## config.mk

```make
export PLATFORM = sky130hd
export DESIGN_NAME = seven_seg_scan_decoder
export DESIGN_NICKNAME = d
export VERILOG_FILES = /design/src/rtl/seven_seg_scan_decoder.sv
export SDC_FILE = /design/constraint.sdc
export NUM_CORES = 1
export LEC_CHECK = 0
export ABC_CLOCK_PERIOD_IN_PS = 2400
export CAP_MARGIN = 25
export CORE_MARGIN = 2
export CORE_UTILIZATION = 55
export DETAILED_ROUTE_END_ITERATION = 10
export HOLD_SLACK_MARGIN = 0.06
export PLACE_DENSITY = 0.81
export SYNTH_ARGS = -nofsm -noshare
export SYNTH_HDL_FRONTEND = slang
export SYNTH_SLANG_ARGS = --single-unit
```

## constraint.sdc

```tcl
create_clock -name clk_in -period 2.4 [get_ports clk_in]
set_clock_uncertainty 0.15 [all_clocks]
set_input_delay 0.24 -clock clk_in [delete_from_list [all_inputs] [get_ports clk_in]]
set_output_delay 0.24 -clock clk_in [all_outputs]
set_load 0.01 [all_outputs]
```

## src/rtl/seven_seg_scan_decoder.sv

```systemverilog
// Recovers the four glyphs shown on a multiplexed 7-segment display by sniffing anode/segs,
// debouncing each digit pattern and committing a frame once all four digit slots have been seen.
module seven_seg_scan_decoder #(
   parameter int unsigned STABLE_CYCLES = 1
) (
   input  logic       clk_in,
   input  logic       rst,
   input  logic [3:0] anode,
   input  logic [6:0] segs,
   output logic [3:0] digit0,
   output logic [3:0] digit1,
   output logic [3:0] digit2,
   output logic [3:0] digit3,
   output logic       frame_valid,
   output logic       frame_changed,
   output logic       anode_err
);

   localparam logic [7:0] ST = 8'(STABLE_CYCLES);

   typedef enum logic {COLLECT, COMMIT} state_t;

   state_t          state;
   logic [3:0]      anode_s, anode_p;
   logic [6:0]      segs_s, segs_p;
   logic [7:0]      cnt;
   logic [3:0]      seen;
   logic [3:0][3:0] stage;

   logic       is_blank, is_legal, is_illegal, same, accept;
   logic [3:0] sel, acc_mask;
   logic [7:0] cnt_nxt;
   logic [1:0] idx;
   logic [3:0] code;

   always_comb begin
      sel        = ~anode_s;
      is_blank   = (anode_s == 4'b1111);
      is_legal   = !is_blank && ((sel & (sel - 4'd1)) == 4'd0);
      is_illegal = !is_blank && !is_legal;
      same       = ({anode_s, segs_s} == {anode_p, segs_p});

      if (!is_legal)
         cnt_nxt = 8'd0;
      else if (!same)
         cnt_nxt = 8'd1;
      else if (cnt >= ST)
         cnt_nxt = ST;
      else
         cnt_nxt = cnt + 8'd1;

      // Accept only on the cycle the run first hits the threshold, never while it sits saturated.
      accept = is_legal && (cnt_nxt == ST) && (!same || (cnt != ST));

      idx = 2'd0;
      case (sel)
         4'b0010: idx = 2'd1;
         4'b0100: idx = 2'd2;
         4'b1000: idx = 2'd3;
         default: idx = 2'd0;
      endcase
      acc_mask = accept ? (4'b0001 << idx) : 4'b0000;

      case (segs_s)
         7'b1111111: code = 4'h0;
         7'b0000111: code = 4'h1;
         7'b0011101: code = 4'h2;
         7'b1100011: code = 4'h3;
         7'b0110001: code = 4'h4;
         default:    code = 4'hF;
      endcase
   end

   always_ff @(posedge clk_in or posedge rst) begin
      if (rst) begin
         anode_s       <= 4'b1111;
         anode_p       <= 4'b1111;
         segs_s        <= 7'b1111111;
         segs_p        <= 7'b1111111;
         cnt           <= 8'd0;
         seen          <= 4'd0;
         stage         <= '0;
         state         <= COLLECT;
         digit0        <= 4'h0;
         digit1        <= 4'h0;
         digit2        <= 4'h0;
         digit3        <= 4'h0;
         frame_valid   <= 1'b0;
         frame_changed <= 1'b0;
         anode_err     <= 1'b0;
      end else begin
         anode_s       <= anode;
         segs_s        <= segs;
         anode_p       <= anode_s;
         segs_p        <= segs_s;
         cnt           <= cnt_nxt;
         frame_valid   <= 1'b0;
         frame_changed <= 1'b0;

         if (is_illegal)
            anode_err <= 1'b1;
         if (accept)
            stage[idx] <= code;

         case (state)
            COLLECT: begin
               if (seen == 4'b1111) begin
                  state         <= COMMIT;
                  digit0        <= stage[0];
                  digit1        <= stage[1];
                  digit2        <= stage[2];
                  digit3        <= stage[3];
                  frame_valid   <= 1'b1;
                  frame_changed <= (stage != {digit3, digit2, digit1, digit0});
                  // A slot landing on this edge already belongs to the next frame.
                  seen          <= acc_mask;
               end else begin
                  seen <= seen | acc_mask;
               end
            end
            COMMIT: begin
               state <= COLLECT;
               seen  <= seen | acc_mask;
            end
            default: state <= COLLECT;
         endcase
      end
   end

endmodule

```

==> metrics.txt, run 1 <==
# TYPE chip_impl_metric gauge
chip_impl_metric{name="totalWireLength",unit="um"} 4807
chip_impl_metric{name="grt_pass1_wl",unit="um"} 8480
chip_impl_metric{name="p_leak",unit="nW"} 1.426
chip_impl_metric{name="netlist_instances",unit=""} 237
chip_impl_metric{name="initial_antenna_violation_count",unit=""} 0
chip_impl_metric{name="total_power",unit="mW"} 3.427
chip_impl_metric{name="vias",unit=""} 1808
chip_impl_info{name="post_synth_main_area_contributors",value="sky130_fd_sc_hd__dfrtp_1 (41%), sky130_fd_sc_hd__dfstp_2 (20%), sky130_fd_sc_hd__xnor2_1 (8.6%)"} 1
chip_impl_metric{name="layout_setup_ws",unit="ps"} 60.83
chip_impl_metric{name="clock_sink_count",unit=""} 69
chip_impl_metric{name="syn_avg_cell_area",unit="sq um"} 12.00
chip_impl_metric{name="die-area",unit="sq mm"} 0.005762
chip_impl_info{name="layout_common_cells",value="sky130_fd_sc_hd__dfrtp_1 (47), sky130_fd_sc_hd__nand2_1 (45), sky130_fd_sc_hd__clkdlybuf4s50_1 (31)"} 1
chip_impl_metric{name="timing.final.max_slew_violations",unit=""} 0
chip_impl_info{name="timing.setup.critical_path_class",value="reg2reg"} 1
chip_impl_info{name="cts_tree",value="built"} 1
chip_impl_info{name="cell_with_the_largest_stage_delay_on_the_worst_path",value="sky130_fd_sc_hd__a21oi_1"} 1
chip_impl_metric{name="worstSkewPairLatency",unit="ps"} 330
chip_impl_metric{name="maxCapViolations",unit=""} 0
chip_impl_metric{name="initial_standard_cell_utilization_of_the_core",unit="%"} 56.40
chip_impl_metric{name="synth_top_area_share",unit="%"} 41.36
chip_impl_metric{name="cts.reportedPaths.clkPinSlew",unit="ps"} 70
chip_impl_metric{name="pin_count_of_the_biggest_net_entering_global_routing",unit=""} 30
chip_impl_metric{name="placeableCoreArea",unit="sq mm"} 0.005042
chip_impl_metric{name="layout.cells.non_filler",unit=""} 352
chip_impl_metric{name="slew-limit-headroom",unit="%"} 60.21
chip_impl_info{name="reg2reg_to",value="stage[12]$_DFFE_PP0P_"} 1
chip_impl_metric{name="synth-seq-area-share",unit="%"} 61.68
chip_impl_info{name="layout_commonest_cell",value="sky130_fd_sc_hd__dfrtp_1"} 1
chip_impl_metric{name="num_antenna_cells",unit=""} 0
chip_impl_metric{name="worst-endpoint-required",unit="ps"} 2470
chip_impl_metric{name="cts_post_setup_buffers_inserted",unit=""} 0
chip_impl_metric{name="stdcell_area",unit="sq mm"} 0.003440
chip_impl_metric{name="first_global_vias",unit=""} 1845
chip_impl_info{name="setup.worst_path.end",value="stage[12]$_DFFE_PP0P_"} 1
chip_impl_metric{name="dp_slack",unit="ps"} 33.52
chip_impl_metric{name="fillCellCount",unit=""} 392
chip_impl_metric{name="area_growth_syn_to_layout",unit="%"} 20.94
chip_impl_metric{name="drt_first_pass_iters",unit=""} 4
chip_impl_info{name="setup.worst_path.start",value="cnt[0]$_DFF_PP0_"} 1
chip_impl_metric{name="detailedRoute.firstIterationViolations",unit=""} 80
chip_impl_metric{name="cts.htree.levels",unit=""} 3
chip_impl_metric{name="gp_congestion",unit=""} 0.7863
chip_impl_info{name="rsz0062_at_grt",value="yes"} 1
chip_impl_metric{name="ir_drop_worst_vdd",unit="uV"} 444.2
chip_impl_metric{name="detail-route-antenna-nets",unit=""} 0
chip_impl_metric{name="timing.final.crit_share",unit="%"} 97.47
chip_impl_info{name="yosysTopAreaCell",value="sky130_fd_sc_hd__dfrtp_1"} 1
chip_impl_metric{name="setup_tns",unit="ps"} 0
chip_impl_metric{name="async_set_reset_flop_share_out_of_synthesis",unit="%"} 100.0
chip_impl_metric{name="worstPathArrival",unit="ps"} 2410
chip_impl_metric{name="detail_route.drc_violations",unit=""} 0
chip_impl_info{name="cts.root.buffer_cell",value="sky130_fd_sc_hd__clkbuf_8"} 1
chip_impl_metric{name="combPwrFrac",unit="%"} 26.3
chip_impl_metric{name="seq_power_share",unit="%"} 47.3
chip_impl_metric{name="layout.nets",unit=""} 293
chip_impl_metric{name="synth_edf_count",unit=""} 0
chip_impl_info{name="setup_crit_end_kind",value="flip-flop"} 1
chip_impl_info{name="run_status",value="complete, no violations"} 1
chip_impl_metric{name="grt-ovfl-total",unit=""} 0
chip_impl_metric{name="buffer_ports.inserted",unit=""} 31
chip_impl_metric{name="worstRegToRegCells",unit=""} 6
chip_impl_info{name="synthFlopType",value="sky130_fd_sc_hd__dfrtp_1"} 1
chip_impl_metric{name="placed_cells_incl_taps",unit=""} 336
chip_impl_info{name="critical_path.startpoint_type",value="flip-flop"} 1
chip_impl_metric{name="syn-cell-area",unit="sq mm"} 0.002844
chip_impl_metric{name="power_per_cell_area",unit="mW/mm^2"} 996.2
chip_impl_metric{name="power.switching_fraction",unit="%"} 29.05
chip_impl_metric{name="layout.core_utilization",unit="%"} 68.21
chip_impl_metric{name="final-hold-violation-count",unit=""} 0
chip_impl_metric{name="timing.final.crit_period",unit="ps"} 2339
chip_impl_metric{name="ff2ff_setup_slack",unit="ps"} 60
chip_impl_metric{name="yosysUniqueCellTypes",unit=""} 36
chip_impl_metric{name="count_of_endpoints_failing_setup_in_the_final_report",unit=""} 0
chip_impl_metric{name="layout_cell_share_with_drive_strength_beyond_1",unit="%"} 19.86
chip_impl_metric{name="track_usage",unit="%"} 18.71
chip_impl_info{name="hp-class",value="in2async"} 1
chip_impl_info{name="worstReg2RegStart",value="cnt[0]$_DFF_PP0_"} 1
chip_impl_metric{name="placement.cell_area",unit="sq mm"} 0.003243
chip_impl_metric{name="post_drt_wl_per_cell",unit="um"} 13.66
chip_impl_metric{name="route.detailed.vias_per_inst",unit=""} 5.136
chip_impl_metric{name="cellInternalPower",unit="mW"} 2.431
chip_impl_metric{name="die_width",unit="um"} 75.91
chip_impl_metric{name="clock_power_share",unit="%"} 26.4
chip_impl_metric{name="dieHeight",unit="um"} 75.91
chip_impl_metric{name="cts-root-to-sink-buffers",unit=""} 2
chip_impl_metric{name="synth.yosys.warnings",unit=""} 0
chip_impl_metric{name="worstPathMaxFanout",unit=""} 5
chip_impl_metric{name="detailed_place_hpwl",unit="um"} 3538
chip_impl_metric{name="finalHoldWorstSlack",unit="ps"} 91.41
chip_impl_metric{name="io_pins",unit=""} 32
chip_impl_metric{name="ys_seq_elements",unit=""} 69
chip_impl_metric{name="critPathMaxStageDelay",unit="ps"} 520
chip_impl_metric{name="cts_made_buffers",unit=""} 9
chip_impl_metric{name="switchingPower",unit="mW"} 0.9955
chip_impl_info{name="critical_path.cell_chain",value="inv_1 > ha_1 > o31ai_1 > nand2b_1 > a21oi_1 > mux2_2"} 1
chip_impl_metric{name="rows",unit=""} 26
chip_impl_metric{name="tightestPinTransition",unit="ps"} 593.2
chip_impl_metric{name="timing.fmax",unit="GHz"} 0.4275
cells by family after synthesis:
logic type      count (synthesis)  share of synthesized area, %
compound gates                 22                         4.928
other cells                     1                        0.1319
simple gates                   80                         13.99
fa+ha+maj                       4                         1.672
mux                            16                         6.159
xor+xnor                       29                         8.931
buf+inv                        16                         2.507
flops                          69                         61.68
cell usage after synthesis (3+ instances only):
cell	count
sky130_fd_sc_hd__mux2_2	12
sky130_fd_sc_hd__nand2_1	45
sky130_fd_sc_hd__ha_1	3
sky130_fd_sc_hd__a21oi_1	7
sky130_fd_sc_hd__nor2_1	7
sky130_fd_sc_hd__xnor2_1	28
sky130_fd_sc_hd__o21ai_0	4
sky130_fd_sc_hd__mux2i_1	4
sky130_fd_sc_hd__buf_2	3
sky130_fd_sc_hd__nand4_1	7
sky130_fd_sc_hd__clkbuf_1	4
sky130_fd_sc_hd__nand4b_1	3
sky130_fd_sc_hd__dfstp_2	22
sky130_fd_sc_hd__nand3_1	4
sky130_fd_sc_hd__a21o_1	5
sky130_fd_sc_hd__dfrtp_1	47
sky130_fd_sc_hd__inv_1	8
sequential cells by signal, summed over array words and instances (netlist names):
name,count
stage,16
cnt,8
segs_p,7
segs_s,7
anode_p,4
anode_s,4
digit0,4
digit1,4
digit2,4
digit3,4
seen,4
anode_err,1
frame_changed,1
frame_valid,1
critical path, delay by kind of cell (launching register included):
kind,cells,cell delay (ps)
DFF,1,390
adders and majority gates,1,310
buffers and inverters,1,70
muxes,1,400
and+or+nand+nor,1,150
AOI/OAI and AO/OA,2,750
area by class of cell:
type | instances | area [sq um] | share of cell area [%]
tap | 70 | 87.58 | 2.546
sequential | 69 | 1754 | 51.00
multi-input combinational | 156 | 1037 | 30.16
clock inverter | 4 | 47.55 | 1.382
timing repair buffer | 33 | 337.8 | 9.822
inverter | 8 | 30.03 | 0.8730
clock buffer | 12 | 145.1 | 4.220
worst min path at each step:
stage,endpoint,cells past startpoint
final,digit2[1]$_DFFE_PP0P_,2
after global routing,anode_s[1]$_DFF_PP1_,1
after CTS,digit3[1]$_DFFE_PP0P_,2
after detailed placement,segs_p[4]$_DFF_PP1_,0
after global placement,segs_p[4]$_DFF_PP1_,0
after floorplan,anode_s[0]$_DFF_PP1_,0
power by group through the flow:
stage          combinational, mW  sequential [mW]  clock, mW
2_1_floorplan              0.453             1.67          0
3_3_place_gp               0.881             1.63          0
3_5_place_dp               0.902             1.64          0
4_1_cts                    0.911             1.62      0.926
5_1_grt                    0.990             1.66      0.985
6_report                   0.900             1.62      0.905
routing by layer:
layer	track usage, %	vias up	wire length (um)
met4	9.455	0	120
met1	23.97	883	2161
met2	30.09	45	2349
met5	0	-	0
met3	4.286	15	176
li1	-	865	-
repair_timing:
action,CTS,global route
cloned,0,0
hold buffers,0,0
gates resized for setup,1,0
setup endpoints to repair,3,6
Note: power is estimated with default switching activity, not from simulation.
==> run 2: changes to the inputs <==
--- a/config.mk
+++ b/config.mk
@@ -11,6 +11,7 @@
 export CORE_UTILIZATION = 55
 export DETAILED_ROUTE_END_ITERATION = 10
 export HOLD_SLACK_MARGIN = 0.06
+export MAX_ROUTING_LAYER = met4
 export PLACE_DENSITY = 0.81
 export SYNTH_ARGS = -nofsm -noshare
 export SYNTH_HDL_FRONTEND = slang
==> run 2 against run 1 <==
Effect of this change:
- critical path depth unchanged
- count of clock-buffer cells in the layout unchanged
- sequential cell count stayed put
- first-iteration DRC count is 2.5% higher
- register-to-register slack about the same
- non-clock buffer count unchanged
- power about the same
- fmax hardly changed
- via count down 0.22%
- die area stayed put
- sequential power about the same
==> metrics.txt, run 2 (same netlist as run 1, synthesis figures left out) <==
# TYPE chip_impl_metric gauge
chip_impl_info{name="run_status",value="complete, no violations"} 1
chip_impl_info{name="worstReg2RegStart",value="cnt[0]$_DFF_PP0_"} 1
chip_impl_metric{name="vias",unit=""} 1804
chip_impl_metric{name="hold_buffers",unit=""} 0
chip_impl_metric{name="grt_pass1_wl",unit="um"} 8493
chip_impl_metric{name="final-hold-violation-count",unit=""} 0
chip_impl_metric{name="power_per_cell_area",unit="mW/mm^2"} 995.6
chip_impl_metric{name="switchingPower",unit="mW"} 0.9931
chip_impl_info{name="layout_common_cells",value="sky130_fd_sc_hd__dfrtp_1 (47), sky130_fd_sc_hd__nand2_1 (45), sky130_fd_sc_hd__clkdlybuf4s50_1 (31)"} 1
chip_impl_metric{name="die_width",unit="um"} 75.91
chip_impl_metric{name="buffer_ports.inserted",unit=""} 31
chip_impl_info{name="reg2reg_to",value="stage[12]$_DFFE_PP0P_"} 1
chip_impl_metric{name="timing.final.crit_share",unit="%"} 97.42
chip_impl_metric{name="route.detailed.vias_per_inst",unit=""} 5.125
chip_impl_info{name="layout_commonest_cell",value="sky130_fd_sc_hd__dfrtp_1"} 1
chip_impl_metric{name="post_drt_wl_per_cell",unit="um"} 13.65
chip_impl_metric{name="clock_sink_count",unit=""} 69
chip_impl_metric{name="power.switching_fraction",unit="%"} 29.00
chip_impl_metric{name="rows",unit=""} 26
chip_impl_metric{name="detail-route-antenna-nets",unit=""} 0
chip_impl_metric{name="count_of_endpoints_failing_setup_in_the_final_report",unit=""} 0
chip_impl_metric{name="cts.htree.levels",unit=""} 3
chip_impl_metric{name="totalWireLength",unit="um"} 4804
chip_impl_metric{name="ir_drop_worst_vdd",unit="uV"} 442.5
chip_impl_metric{name="initial_antenna_violation_count",unit=""} 0
chip_impl_metric{name="total_power",unit="mW"} 3.424
chip_impl_metric{name="drt_first_pass_iters",unit=""} 4
chip_impl_metric{name="gp_congestion",unit=""} 0.7972
chip_impl_metric{name="cts-root-to-sink-buffers",unit=""} 2
chip_impl_metric{name="timing.final.crit_period",unit="ps"} 2338
chip_impl_metric{name="cts_made_buffers",unit=""} 9
chip_impl_metric{name="worstPathMaxFanout",unit=""} 5
chip_impl_metric{name="die-area",unit="sq mm"} 0.005762
chip_impl_metric{name="detail_route.drc_violations",unit=""} 0
chip_impl_metric{name="worst-endpoint-required",unit="ps"} 2460
chip_impl_info{name="cts_tree",value="built"} 1
chip_impl_metric{name="placeableCoreArea",unit="sq mm"} 0.005042
chip_impl_metric{name="area_growth_syn_to_layout",unit="%"} 20.94
chip_impl_metric{name="track_usage",unit="%"} 19.29
chip_impl_metric{name="fillCellCount",unit=""} 392
chip_impl_metric{name="worstRegToRegCells",unit=""} 6
chip_impl_metric{name="ff2ff_setup_slack",unit="ps"} 60
chip_impl_info{name="rsz0062_at_grt",value="yes"} 1
chip_impl_metric{name="cellInternalPower",unit="mW"} 2.431
chip_impl_metric{name="clock_power_share",unit="%"} 26.4
chip_impl_metric{name="worstSkewPairLatency",unit="ps"} 330
chip_impl_info{name="hp-class",value="in2async"} 1
chip_impl_info{name="cts.root.buffer_cell",value="sky130_fd_sc_hd__clkbuf_8"} 1
chip_impl_metric{name="tightestPinTransition",unit="ps"} 592.5
chip_impl_metric{name="slew-limit-headroom",unit="%"} 60.26
chip_impl_info{name="timing.setup.critical_path_class",value="reg2reg"} 1
chip_impl_metric{name="cts.reportedPaths.clkPinSlew",unit="ps"} 70
chip_impl_metric{name="layout_cell_share_with_drive_strength_beyond_1",unit="%"} 19.86
chip_impl_info{name="reg_top3",value="stage: 16 flops, cnt: 8 flops"} 1
chip_impl_metric{name="num_antenna_cells",unit=""} 0
chip_impl_metric{name="cts_post_setup_buffers_inserted",unit=""} 0
chip_impl_metric{name="p_leak",unit="nW"} 1.426
chip_impl_metric{name="timing.final.max_slew_violations",unit=""} 0
chip_impl_metric{name="largest_reg_flops",unit=""} 16
chip_impl_metric{name="dieHeight",unit="um"} 75.91
chip_impl_metric{name="detailed_place_hpwl",unit="um"} 3538
chip_impl_metric{name="first_global_vias",unit=""} 1844
chip_impl_metric{name="worstPathArrival",unit="ps"} 2400
chip_impl_metric{name="detailedRoute.firstIterationViolations",unit=""} 82
chip_impl_metric{name="combPwrFrac",unit="%"} 26.3
chip_impl_metric{name="initial_standard_cell_utilization_of_the_core",unit="%"} 56.40
chip_impl_info{name="largest_register",value="stage"} 1
chip_impl_metric{name="grt-ovfl-total",unit=""} 0
chip_impl_metric{name="timing.fmax",unit="GHz"} 0.4277
chip_impl_info{name="setup_crit_end_kind",value="flip-flop"} 1
chip_impl_metric{name="finalHoldWorstSlack",unit="ps"} 93.94
chip_impl_info{name="critical_path.startpoint_type",value="flip-flop"} 1
chip_impl_metric{name="pin_count_of_the_biggest_net_entering_global_routing",unit=""} 30
chip_impl_metric{name="layout.core_utilization",unit="%"} 68.21
chip_impl_metric{name="maxCapViolations",unit=""} 0
chip_impl_metric{name="layout.nets",unit=""} 293
chip_impl_metric{name="seq_power_share",unit="%"} 47.4
chip_impl_metric{name="io_pins",unit=""} 32
==> run 2: cell counts in the layout (fill, tap and decap cells not counted) <==
Identical to the previous run, type by type.
==> run 2: routing by layer <==
layer	GRT usage, %	up-vias	part of all wire [%]
met1	24.05	885	45
met5	-	-	0
li1	-	863	-
met2	30.09	45	49
met3	4.286	11	3.6
met4	9.455	0	1.9
==> run 2: power by group through the flow <==
stage	sequential [mW]	combinational (mW)	clock, mW
after floorplan	1.67	0.453	0
after global placement	1.63	0.881	0
after detailed placement	1.64	0.902	0
after CTS	1.62	0.911	0.926
after global routing	1.66	0.991	0.985
final	1.62	0.900	0.902
==> run 2: worst max-delay path: stages (launching register included) <==
cell,delay [ps]
sky130_fd_sc_hd__dfrtp_1,390
sky130_fd_sc_hd__inv_1,70
sky130_fd_sc_hd__ha_1,310
sky130_fd_sc_hd__o31ai_1,230
sky130_fd_sc_hd__nand2b_1,150
sky130_fd_sc_hd__a21oi_1,510
sky130_fd_sc_hd__mux2_2,400
==> run 2: cell type report <==
class / count / area, sq um / area share (%)
multi-input combinational: 156 / 1037 / 30.16
tap: 70 / 87.58 / 2.546
timing repair buffer: 33 / 337.8 / 9.822
clock inverter: 4 / 47.55 / 1.382
sequential: 69 / 1754 / 51.00
inverter: 8 / 30.03 / 0.8730
clock buffer: 12 / 145.1 / 4.220
==> run 2: per-stage QoR <==
step	instances	worst slack [ps]	TNS, ps	area [sq um]
after floorplan	241	306.5	0	2859
final	352	61.93	0	3440
after global routing	352	-91.13	-494.7	3440
after detailed placement	336	33.52	0	3243
after CTS	352	51.45	0	3440
after global placement	336	72.89	0	3243
==> run 2: worst max path at each step <==
stage	slack, ps	startpoint	to
final	60	cnt[0]$_DFF_PP0_	stage[12]$_DFFE_PP0P_
after global routing	-90	cnt[0]$_DFF_PP0_	stage[12]$_DFFE_PP0P_
after CTS	50	cnt[0]$_DFF_PP0_	stage[0]$_DFFE_PP0P_
after detailed placement	30	cnt[0]$_DFF_PP0_	stage[5]$_DFFE_PP0P_
after global placement	70	cnt[0]$_DFF_PP0_	stage[3]$_DFFE_PP0P_
after floorplan	310	rst	anode_err$_DFFE_PP0P_
==> run 2: timing repair <==
action,4_1_cts,5_1_grt
resized for setup,1,0
pin swaps,0,0
endpoints found under the setup margin,3,6
cloned,0,0
==> run 3: changes to the inputs <==
--- a/config.mk
+++ b/config.mk
@@ -5,6 +5,7 @@
 export SDC_FILE = /design/constraint.sdc
 export NUM_CORES = 1
 export LEC_CHECK = 0
+export ABC_AREA = 0
 export ABC_CLOCK_PERIOD_IN_PS = 2400
 export CAP_MARGIN = 25
 export CORE_MARGIN = 2
==> results of run 3 <==
No change in the layout: final DEF, timing and power equal those of run 2.
